[config.mk]
export PLATFORM = sky130hd
export DESIGN_NAME = instr_fetch_unit
export DESIGN_NICKNAME = d
export VERILOG_FILES = /design/src/rtl/instr_fetch_unit.sv
export SDC_FILE = /design/constraint.sdc
export NUM_CORES = 1
export LEC_CHECK = 0
export CAP_MARGIN = 15
export CORE_MARGIN = 2
export CORE_UTILIZATION = 39
export DETAILED_ROUTE_END_ITERATION = 6
export GPL_TIMING_DRIVEN = 0
export PLACE_DENSITY = 0.84
export REMOVE_ABC_BUFFERS = 1
export SYNTH_ARGS = -nofsm -noshare
export SYNTH_HDL_FRONTEND = slang
export SYNTH_SLANG_ARGS = --single-unit
[constraint.sdc]
create_clock -name clk -period 2.1 [get_ports clk]
set_input_delay 0.63 -clock clk [delete_from_list [all_inputs] [get_ports clk]]
set_output_delay 0.63 -clock clk [all_outputs]
set_load 0.02 [all_outputs]
[src/rtl/instr_fetch_unit.sv]
// Instruction fetch unit: holds the PC, fetches one instruction at a time over a
// request/valid handshake and steps to PC+4 or to a redirect target when the instruction retires.
module instr_fetch_unit #(
    parameter logic [31:0] RESET_PC  = 32'h0000_0000,
    parameter int unsigned MAX_WAIT  = 15,
    parameter logic [31:0] NOP_INSTR = 32'h0000_0013
) (
    input  logic        clk,
    input  logic        rst,
    output logic        imem_req,
    output logic [31:0] imem_addr,
    input  logic        imem_rvalid,
    input  logic [31:0] imem_rdata,
    input  logic        stall,
    input  logic        redirect,
    input  logic [31:0] target,
    output logic [31:0] instr,
    output logic        instr_valid,
    output logic [31:0] pc,
    output logic [31:0] pc_plus4,
    output logic        fetch_err
);

    typedef enum logic [2:0] {
        S_IDLE,
        S_REQ,
        S_WAIT,
        S_VALID,
        S_ERR
    } state_e;

    localparam logic [7:0] WAIT_LAST = 8'(MAX_WAIT - 1);

    state_e      state_q, state_d;
    logic [31:0] pc_q, pc_d;
    logic [31:0] instr_q, instr_d;
    logic        instr_valid_q, instr_valid_d;
    logic        fetch_err_q, fetch_err_d;
    logic [7:0]  wait_cnt_q, wait_cnt_d;
    logic [31:0] next_pc;

    // NOTE: sequential state uses non-blocking assignments so every register
    // samples the pre-edge values regardless of statement order.
    always_ff @(posedge clk) begin
        if (rst) begin
            state_q       <= S_IDLE;
            pc_q          <= RESET_PC;
            instr_q       <= NOP_INSTR;
            instr_valid_q <= 1'b0;
            fetch_err_q   <= 1'b0;
            wait_cnt_q    <= '0;
        end else begin
            state_q       <= state_d;
            pc_q          <= pc_d;
            instr_q       <= instr_d;
            instr_valid_q <= instr_valid_d;
            fetch_err_q   <= fetch_err_d;
            wait_cnt_q    <= wait_cnt_d;
        end
    end

    assign next_pc = redirect ? target : pc_q + 32'd4;

    // NOTE: every signal gets a hold-value default first, so no branch can
    // leave one unassigned and infer a latch.
    always_comb begin
        state_d       = state_q;
        pc_d          = pc_q;
        instr_d       = instr_q;
        instr_valid_d = instr_valid_q;
        fetch_err_d   = fetch_err_q;
        wait_cnt_d    = wait_cnt_q;
        unique case (state_q)
            S_IDLE: state_d = S_REQ;
            S_REQ: begin
                state_d    = S_WAIT;
                wait_cnt_d = '0;
            end
            S_WAIT: begin
                if (imem_rvalid) begin
                    instr_d       = imem_rdata;
                    instr_valid_d = 1'b1;
                    state_d       = S_VALID;
                end else if (wait_cnt_q == WAIT_LAST) begin
                    fetch_err_d = 1'b1;
                    state_d     = S_ERR;
                end else begin
                    wait_cnt_d = wait_cnt_q + 8'd1;
                end
            end
            S_VALID: begin
                // Redirect and target only matter on the retire cycle; stall wins.
                if (!stall) begin
                    instr_valid_d = 1'b0;
                    instr_d       = NOP_INSTR;
                    if (next_pc[1:0] != 2'b00) begin
                        fetch_err_d = 1'b1;
                        state_d     = S_ERR;
                    end else begin
                        pc_d    = next_pc;
                        state_d = S_REQ;
                    end
                end
            end
            S_ERR:   state_d = S_ERR;
            default: state_d = S_IDLE;
        endcase
    end

    always_comb begin
        imem_req    = (state_q == S_REQ);
        imem_addr   = pc_q;
        instr       = instr_q;
        instr_valid = instr_valid_q;
        pc          = pc_q;
        pc_plus4    = pc_q + 32'd4;
        fetch_err   = fetch_err_q;
    end

endmodule
==> flow_summary_export.csv, run 1 <==
group,metric,value,unit
run_status,status,"complete, but fails checks",
run_status,violations,"setup timing",
logic_synthesis,avgSynthCellArea,8.11,um2
clock_network,clk_latency,0.34,ns
grt,grt_max_degree,60,
critical_path,worst-path-buf-inv,2,
placement,io_buffers,199,
critical_path,crit_cells,6,
power,p_comb_share,18.4,%
critical_path,cpPeakStageDelay,0.37,ns
critical_path,crit_fanout,5,
drt,dr_total_vias,5518,
timing,setup_viol,26,
die,die_h,112,um
finish,nets,866,
grt,antenna_found_initial,0,
finish,syn_to_final_growth,74.9,%
die,dieArea,0.0125,mm2
clock_network,cts_sinks,77,
grt,grt.overflow.total,0,
clock_network,clk_path_buf_depth,2,
drt,drt-initial-drc-count,417,
critical_path,cp_slowest_cell,"dfxtp_4",
critical_path,worstPathCellList,"and4_4 -> buf_6 -> nand4_1 -> nor3_2 -> xor2_1 -> buf_4",
clock_network,numCtsBuffers,9,
drt,drc,0,
logic_synthesis,mappedNetlistArea,0.00454,mm2
power,power.share.clock,43.1,%
power,vdd_ir_drop_max,397,uV
placement,place_congestion,0.842,
power,p_int,2.96,mW
logic_synthesis,netlist_instances,560,
grt,grt_util_all_layers,26.9,%
clock_network,root_buffer,"clkbuf_16",
timing,finalClockSkew,0.00475,ns
power,p_sw,1.04,mW
drt,dr.pass1.iters,6,
clock_network,ctsHtreeMaxLevel,3,
finish,finalInstanceArea,0.00794,mm2
finish,fillers,801,
grt,grt_pass1_wl,27300,um
die,initial_core_util,39.9,%
placement,dp_hpwl,10400,um
finish,drive_above_1_share,29.9,%
die,core_area,0.0114,mm2
timing,slew_viol_final,0,
power,power_density,504,mW/mm2
critical_path,cp.arrival,1.96,ns
critical_path,r2r_cells,7,
power,p_sw_share,26.0,%
timing,setup_ws,-0.486,ns
placement,pre_cts_ws,-1.09,ns
timing,relSlewSlack,58.2,%
drt,drt-wirelength-per-cell,19.7,um
logic_synthesis,postSynth.asyncResetShare,0,%
placement,dpl_cell_area,0.00632,mm2
logic_synthesis,ys.flop_type,"dfxtp_1",
timing,rsz0062_at_grt,"true",
drt,ant_nets,0,
finish,multiInputGateArea,0.00287,mm2
hold_path,hold_class,"flop to flop",
timing,fmax,387,MHz
critical_path,crit_required,1.47,ns
logic_synthesis,ys_seq_elements,77,
critical_path,startpoint_type,"flop",
timing,min_period_over_period,123,%
logic_synthesis,synth-edff-count,0,
drt,viasPerCell,5.86,
flow_run,cap_violations,0,
clock_network,hold_buffers,0,
clock_network,clkSlewWorstSetupHoldPaths,0.06,ns
finish,final_cell_mix,"clkdlybuf4s50_1, buf_4, nor2_1",
logic_synthesis,ys_types,69,
hold_path,whs_path_depth,2,
die,die_w,112,um
finish,mostFrequentLayoutCell,"clkdlybuf4s50_1",
power,p_leak,3.75,nW
clock_network,cts_tree,"yes",
critical_path,end_kind,"output port",
die,rows,39,
die,ios,200,
timing,tightest_slew,0.626,ns
critical_path,critPathKind,"flop to output port",
finish,diodes,0,
logic_synthesis,yosys_warnings,0,
logic_synthesis,synth_seq_area_share,33.9,%
grt,grt_pass1_vias,5215,
power,seq_power_share,38.5,%
timing,fin_crit,2.59,ns
finish,seq_area,0.00164,mm2
timing,hold_violations,0,
drt,routed_wirelength,18500,um
critical_path,crit_family,"simple AND/OR/NAND/NOR gates",
## worst min-delay path, stage by stage (launching register included)
cell     delay [ns]
dfxtp_1        0.32
nand2_1        0.05
a21oi_1        0.05
## state kept, by name (all words and copies together), names as in the netlist
register and count:
imem_addr 32, instr_valid 1, fetch_err 1, wait_cnt_q 8, instr 32, state_q 3
## metrics by stage
stage	util (%)	setup TNS (ns)	power (mW)	hold WS, ns	cells
floorplan	-	-26.50	1.87	0.472	481
global placement	54.9	-188.02	2.20	0.456	823
detailed placement	55.6	-76.62	2.24	0.459	827
CTS	66.1	-6.88	3.96	0.471	914
global route	69.8	-10.15	4.13	0.508	942
finish	69.8	-8.47	4.00	0.468	942
## repair_timing
action                     in CTS  in global routing
pin swaps                      40                 30
gates cloned                    4                  0
setup endpoints to repair     134                 97
gates resized for setup       269                 70
buffers inserted               67                 28
## Yosys cell counts, types with 6 or more instances
| library cell | number | area [um2] |
|---|---|---|
| dfxtp_1 | 77 | 1540 |
| nor2_1 | 63 | 236 |
| nand2_1 | 55 | 206 |
| buf_4 | 40 | 300 |
| a22oi_1 | 32 | 240 |
| clkbuf_1 | 27 | 101 |
| nand3_1 | 25 | 125 |
| o21ai_0 | 22 | 110 |
| a21oi_1 | 19 | 95.1 |
| xor2_1 | 18 | 158 |
| nor3_1 | 16 | 80.1 |
| xnor2_1 | 14 | 123 |
| a31oi_1 | 9 | 56.3 |
| and3_1 | 9 | 56.3 |
| nand4_1 | 9 | 56.3 |
| nor2b_1 | 8 | 50.1 |
| a32o_1 | 7 | 70.1 |
| and4_1 | 7 | 61.3 |
| buf_2 | 7 | 35.0 |
| o31ai_1 | 6 | 45.0 |
| or3_1 | 6 | 37.5 |
## per-layer routing
layer  global-route usage (%)  share of wire, %  up-vias
li1                         -                 -     2473
met1                     34.2                38     2660
met2                     45.7                50      325
met3                     4.25               8.3       60
met4                     10.5               3.3        0
met5                        0                 0        -
## path summary, 6_finish.rpt
check | startpoint | to | slack, ns
setup / recovery | imem_addr[10]$_SDFFE_PP0P_ | pc_plus4[21] | -0.49
hold / removal | instr_valid$_SDFFE_PP0P_ | instr_valid$_SDFFE_PP0P_ | 0.47
setup reg to reg | state_q[0]$_SDFFE_PP0P_ | imem_addr[26]$_SDFFE_PP0P_ | 0.04
hold reg to reg | instr_valid$_SDFFE_PP0P_ | instr_valid$_SDFFE_PP0P_ | 0.47
## power by group through the flow
stage | combinational [mW] | sequential (mW) | clock, mW
global route | 0.783 | 1.55 | 1.80
finish | 0.736 | 1.54 | 1.72
CTS | 0.681 | 1.55 | 1.73
floorplan | 0.227 | 1.65 | 0
detailed placement | 0.633 | 1.60 | 0
global placement | 0.605 | 1.60 | 0
## cells by family after synthesis
family,Yosys count,share of synthesized area [%]
AND/OR/NAND/NOR,230,27.2
AO/OA/AOI/OAI,131,20.3
buffers and inverters,83,10.6
flip-flops,77,33.9
XOR/XNOR,32,6.17
multiplexers,4,0.909
adder cells (fa/ha/maj),3,0.827
## final cells by class
class                      count  area share, %
sequential                    77           20.7
inverter                       4          0.189
clock inverter                 3          0.851
tap                          143           2.25
clock buffer                  13           3.28
timing repair buffer         300           36.7
multi-input combinational    402           36.1
Power figures use the tool's default switching activity.
==> run 2: changes to the inputs <==
--- a/config.mk
+++ b/config.mk
@@ -15,3 +15,4 @@
 export SYNTH_ARGS = -nofsm -noshare
 export SYNTH_HDL_FRONTEND = slang
 export SYNTH_SLANG_ARGS = --single-unit
+export TNS_END_PERCENT = 20
==> run 2 against run 1 <==
  * The run ends with DRC, setup timing left
  * Non-clock buffer count decreased by 10
  * Highest routed layer unchanged
  * Clock skew is 0.0012 ns lower
  * Wire length fell by 1.8%
  * Largest power group unchanged
  * Sequential share of layout area increased by 0.13 points
  * Sequential cell count stayed put
  * Power decreased by 0.72%
==> flow_summary_export.csv, run 2 (same netlist as run 1, synthesis figures left out) <==
group,metric,value,unit
run_status,status,"complete, but fails checks",
run_status,violations,"DRC, setup timing",
die,die_h,112,um
critical_path,crit_required,1.47,ns
finish,mostFrequentLayoutCell,"clkdlybuf4s50_1",
critical_path,critPathKind,"flop to output port",
grt,grt_util_all_layers,26.5,%
timing,fin_setup_tns,-8.30,ns
clock_network,clkSlewWorstSetupHoldPaths,0.06,ns
critical_path,cpPeakStageDelay,0.48,ns
critical_path,startpoint_type,"flop",
drt,drt-initial-drc-count,428,
drt,dr.pass1.iters,7,
critical_path,cp_slowest_cell,"or4_4",
drt,routed_wirelength,18200,um
die,core_area,0.0114,mm2
drt,routed-wl-met2,9310,um
timing,hold_violations,0,
finish,final_cell_mix,"clkdlybuf4s50_1, buf_4, nor2_1, nand2_1, dfxtp_1",
finish,nets,856,
power,vdd_ir_drop_max,395,uV
grt,grt_pass1_vias,5182,
clock_network,cts_tree,"yes",
finish,finalInstanceArea,0.00785,mm2
die,ios,200,
timing,min_period_over_period,123,%
die,initial_core_util,39.9,%
placement,dpl_cell_area,0.00632,mm2
timing,fin_crit,2.59,ns
clock_network,clk_path_buf_depth,2,
timing,relSlewSlack,49.4,%
clock_network,cts_sinks,77,
timing,finalClockSkew,0.00351,ns
placement,io_buffers,199,
timing,rsz0062_at_grt,"true",
timing,timing.hold.ws,0.467,ns
finish,diodes,0,
critical_path,crit_fanout,5,
drt,wl_met1,7140,um
finish,fillers,817,
finish,seq_area,0.00163,mm2
timing,slew_viol_final,0,
critical_path,cp.arrival,1.96,ns
placement,place_congestion,0.842,
drt,dr_total_vias,5369,
power,p_leak,3.74,nW
hold_path,hold_class,"flop to flop",
clock_network,ctsHtreeMaxLevel,3,
die,dieArea,0.0125,mm2
grt,grt_max_degree,60,
timing,setup_viol,40,
drt,drt-wirelength-per-cell,19.5,um
grt,grt_pass1_wl,27000,um
grt,grt.overflow.total,0,
die,die_w,112,um
critical_path,worstPathCellList,"and4_4 -> nand4_4 -> or4_4 -> xnor2_2 -> buf_4",
power,power_density,506,mW/mm2
finish,syn_to_final_growth,73.0,%
placement,pre_cts_ws,-1.09,ns
flow_run,cap_violations,0,
clock_network,root_buffer,"clkbuf_16",
timing,tightest_slew,0.759,ns
die,rows,39,
timing,fmax,387,MHz
drt,drc,1,
drt,ant_nets,0,
timing,setup_ws,-0.486,ns
power,fin_total_pwr,3.97,mW
clock_network,clk_latency,0.34,ns
clock_network,hold_buffers,0,
finish,drive_above_1_share,29.3,%
grt,antenna_found_initial,0,
drt,route.met3.wl,1330,um
critical_path,end_kind,"output port",
drt,top_layer,"met4",
finish,multiInputGateArea,0.00286,mm2
placement,dp_hpwl,10400,um
clock_network,numCtsBuffers,9,
drt,viasPerCell,5.76,
run 2: changes by cell type in the layout (fill, tap and decap cells not counted), sizes merged:
cell / delta
buf: -12
bufbuf: +2
clkdlybuf4s50: -2
dlygate4sd2: -1
dlymetal6s2s: +3
run 2: final timing paths:
check / start / endpoint / slack [ns] / depth (start not counted)
setup / recovery: imem_addr[12]$_SDFFE_PP0P_ / pc_plus4[25] / -0.49 / 5
hold / removal: instr_valid$_SDFFE_PP0P_ / instr_valid$_SDFFE_PP0P_ / 0.47 / 2
setup reg to reg: state_q[0]$_SDFFE_PP0P_ / imem_addr[12]$_SDFFE_PP0P_ / -0.02 / 6
hold reg to reg: instr_valid$_SDFFE_PP0P_ / instr_valid$_SDFFE_PP0P_ / 0.47 / 2
run 2: cell type report:
type / count / area share [%]
well taps: 143 / 2.28
clock inverters: 3 / 0.860
multi-input cells: 402 / 36.5
repair buffers: 290 / 36.1
clock buffers: 13 / 3.31
inverters: 4 / 0.191
flip-flops and latches: 77 / 20.8
run 2: metal layers:
| layer | track usage (%) | vias up |
|---|---|---|
| met1 | 33.3 | 2612 |
| met4 | 10.2 | 0 |
| met2 | 45.3 | 273 |
| met3 | 4.90 | 33 |
| li1 | - | 2451 |
| met5 | 0 | - |
run 2: power breakdown:
part | switching [mW] | internal (mW) | total, mW
Clock | 0.612 | 1.11 | 1.72
Sequential | 0.0616 | 1.49 | 1.55
Combinational | 0.355 | 0.346 | 0.701
Total | 1.03 | 2.94 | 3.97
run 2: timing repair:
action                                  4_1_cts  5_1_grt
gates resized for setup                     263       68
endpoints found under the setup margin      134      118
pin swaps                                    36       24
gates cloned                                  3        1
setup buffers                                64       21
endpoints found under the hold margin         0        0
run 2: stage by stage:
stage | util (%) | std cells
global route | 69.1 | 932
finish | 69.1 | 932
global placement | 54.9 | 823
floorplan | - | 481
detailed placement | 55.6 | 827
CTS | 65.9 | 910
run 2: worst max-delay path, delay by kind of cell (launching register included):
kind | cells | cell delay (ns)
simple gates | 3 | 0.94
xor+xnor | 1 | 0.15
buf+inv | 1 | 0.16
flops | 1 | 0.37
==> run 3: changes to the inputs <==
--- a/config.mk
+++ b/config.mk
@@ -12,6 +12,7 @@
 export GPL_TIMING_DRIVEN = 0
 export PLACE_DENSITY = 0.84
 export REMOVE_ABC_BUFFERS = 1
+export SLEW_MARGIN = 20
 export SYNTH_ARGS = -nofsm -noshare
 export SYNTH_HDL_FRONTEND = slang
 export SYNTH_SLANG_ARGS = --single-unit
==> run 3 against run 2 <==
  * Register-to-register slack worse by 0.06 ns
  * Maximum frequency grew 0.97%
  * Clock-buffer cell count decreased by 3
  * Clock skew increased by 0.00056 ns
  * Core utilization barely moved
  * The run ends with setup timing left
  * Clock power down 15%
  * Worst setup slack better by 0.025 ns
  * Cell count increased by 1.5%
  * Global-route usage down 0.79 points
  * Combinational power shrank 2%
==> flow_summary_export.csv, run 3 (same netlist as run 1, synthesis figures left out) <==
group,metric,value,unit
timing,finalClockSkew,0.00407,ns
clock_network,cts_sinks,77,
drt,routed_wirelength,18400,um
die,initial_core_util,39.9,%
drt,viasPerCell,5.83,
critical_path,startpoint_type,"flop",
critical_path,cp.arrival,1.93,ns
die,rows,39,
die,ios,200,
clock_network,clk_path_buf_depth,2,
grt,grt_util_all_layers,25.7,%
die,dieArea,0.0125,mm2
timing,relSlewSlack,58.3,%
clock_network,clkSlewWorstSetupHoldPaths,0.06,ns
run_status,violations,"setup timing",
clock_network,clk_latency,0.34,ns
drt,drt-initial-drc-count,463,
finish,syn_to_final_growth,72.9,%
finish,fillers,811,
timing,min_period_over_period,122,%
power,fin_total_pwr,3.70,mW
placement,io_buffers,199,
die,core_area,0.0114,mm2
clock_network,cts_tree,"yes",
finish,final_cell_mix,"clkdlybuf4s50_1, buf_4, nor2_1, nand2_1, dfxtp_1",
finish,drive_above_1_share,31.5,%
clock_network,root_buffer,"clkbuf_16",
flow_run,cap_violations,0,
timing,setup_ws,-0.462,ns
clock_network,hold_buffers,0,
finish,nets,870,
power,vdd_ir_drop_max,329,uV
drt,dr_total_vias,5511,
critical_path,critPathKind,"flop to output port",
clock_network,numCtsBuffers,9,
timing,timing.hold.ws,0.463,ns
critical_path,worstPathCellList,"and4_4 -> nand4_4 -> or4_4 -> xnor2_2 -> buf_4",
timing,rsz0062_at_grt,"true",
drt,ant_nets,0,
grt,grt_pass1_wl,26300,um
drt,drt-wirelength-per-cell,19.4,um
critical_path,cpPeakStageDelay,0.48,ns
finish,mostFrequentLayoutCell,"clkdlybuf4s50_1",
run_status,status,"complete, but fails checks",
critical_path,crit_required,1.47,ns
clock_network,ctsHtreeMaxLevel,3,
grt,antenna_found_initial,0,
placement,dp_hpwl,10500,um
grt,grt.overflow.total,0,
drt,drc,0,
hold_path,hold_class,"flop to flop",
die,die_h,112,um
power,power_density,471,mW/mm2
finish,diodes,0,
finish,final_cell_count_no_fill,946,
drt,dr.pass1.iters,5,
placement,dp.cells,827,
timing,slew_viol_final,0,
critical_path,crit_fanout,6,
timing,tightest_slew,0.624,ns
grt,grt_pass1_vias,5147,
placement,place_congestion,0.842,
die,die_w,112,um
power,p_leak,3.81,nW
critical_path,cp_slowest_cell,"or4_4",
timing,fin_crit,2.56,ns
timing,fmax,390,MHz
timing,hold_violations,0,
timing,setup_viol,38,
grt,grt_max_degree,51,
critical_path,end_kind,"output port",
-- run 3: cell types whose count changed in the layout (fill, tap and decap cells not counted), moves of 4 or more --
cell,change
buf_4,+17
clkdlybuf4s50_1,-11
dlygate4sd2_1,+10
o21ai_0,-8
o21ai_1,+8
buf_6,+7
dfxtp_2,-4
dfxtp_4,+4
-- run 3: final timing paths --
check | startpoint | end | slack [ns] | cells after the start
hold / removal | instr_valid$_SDFFE_PP0P_ | instr_valid$_SDFFE_PP0P_ | 0.46 | 2
hold reg to reg | instr_valid$_SDFFE_PP0P_ | instr_valid$_SDFFE_PP0P_ | 0.46 | 2
setup / recovery | imem_addr[11]$_SDFFE_PP0P_ | pc_plus4[25] | -0.46 | 5
setup reg to reg | state_q[0]$_SDFFE_PP0P_ | imem_addr[9]$_SDFFE_PP0P_ | -0.08 | 5
-- run 3: repair_timing --
item,in CTS,in global routing
buffers inserted,68,33
pin swaps,38,31
gates resized for setup,287,85
setup endpoints to repair,134,83
gates cloned,2,0
-- run 3: worst max-delay path: cells and delay by family, from the launching register on --
kind / cells / cell delay (ns)
xor+xnor: 1 / 0.15
buf+inv: 1 / 0.15
simple gates: 3 / 0.92
flops: 1 / 0.37
-- run 3: area by class of cell --
class | count | area (um2) | share of cell area (%)
Sequential cell | 77 | 1640 | 20.9
Multi-Input combinational cell | 402 | 2900 | 36.9
Inverter | 4 | 15.0 | 0.191
Clock buffer | 10 | 239 | 3.04
Timing Repair Buffer | 304 | 2840 | 36.2
Tap cell | 143 | 179 | 2.28
Clock inverter | 6 | 38.8 | 0.494
-- run 3: stage by stage --
stage	util (%)	TNS (ns)	setup WS, ns	instance area [um2]
floorplan	-	-26.50	-0.724	4080
global placement	54.9	-188.02	-3.38	6250
detailed placement	55.5	-79.90	-1.14	6310
CTS	65.1	-6.97	-0.471	7400
global route	69.1	-10.90	-0.536	7850
finish	69.1	-8.76	-0.462	7850
-- run 3: report_power, final --
part / leakage, nW / internal [mW] / switching, mW
registers: 0.645 / 1.48 / 0.0606
clock network: 0.134 / 0.828 / 0.635
logic: 3.03 / 0.332 / 0.356
total: 3.81 / 2.64 / 1.05
-- run 3: layer usage --
| layer | wire length (um) | global-route usage, % |
|---|---|---|
| met1 | 7040 | 32.4 |
| met2 | 9170 | 43.5 |
| met3 | 1460 | 4.14 |
| met4 | 694 | 11.4 |
| met5 | 0 | 0 |
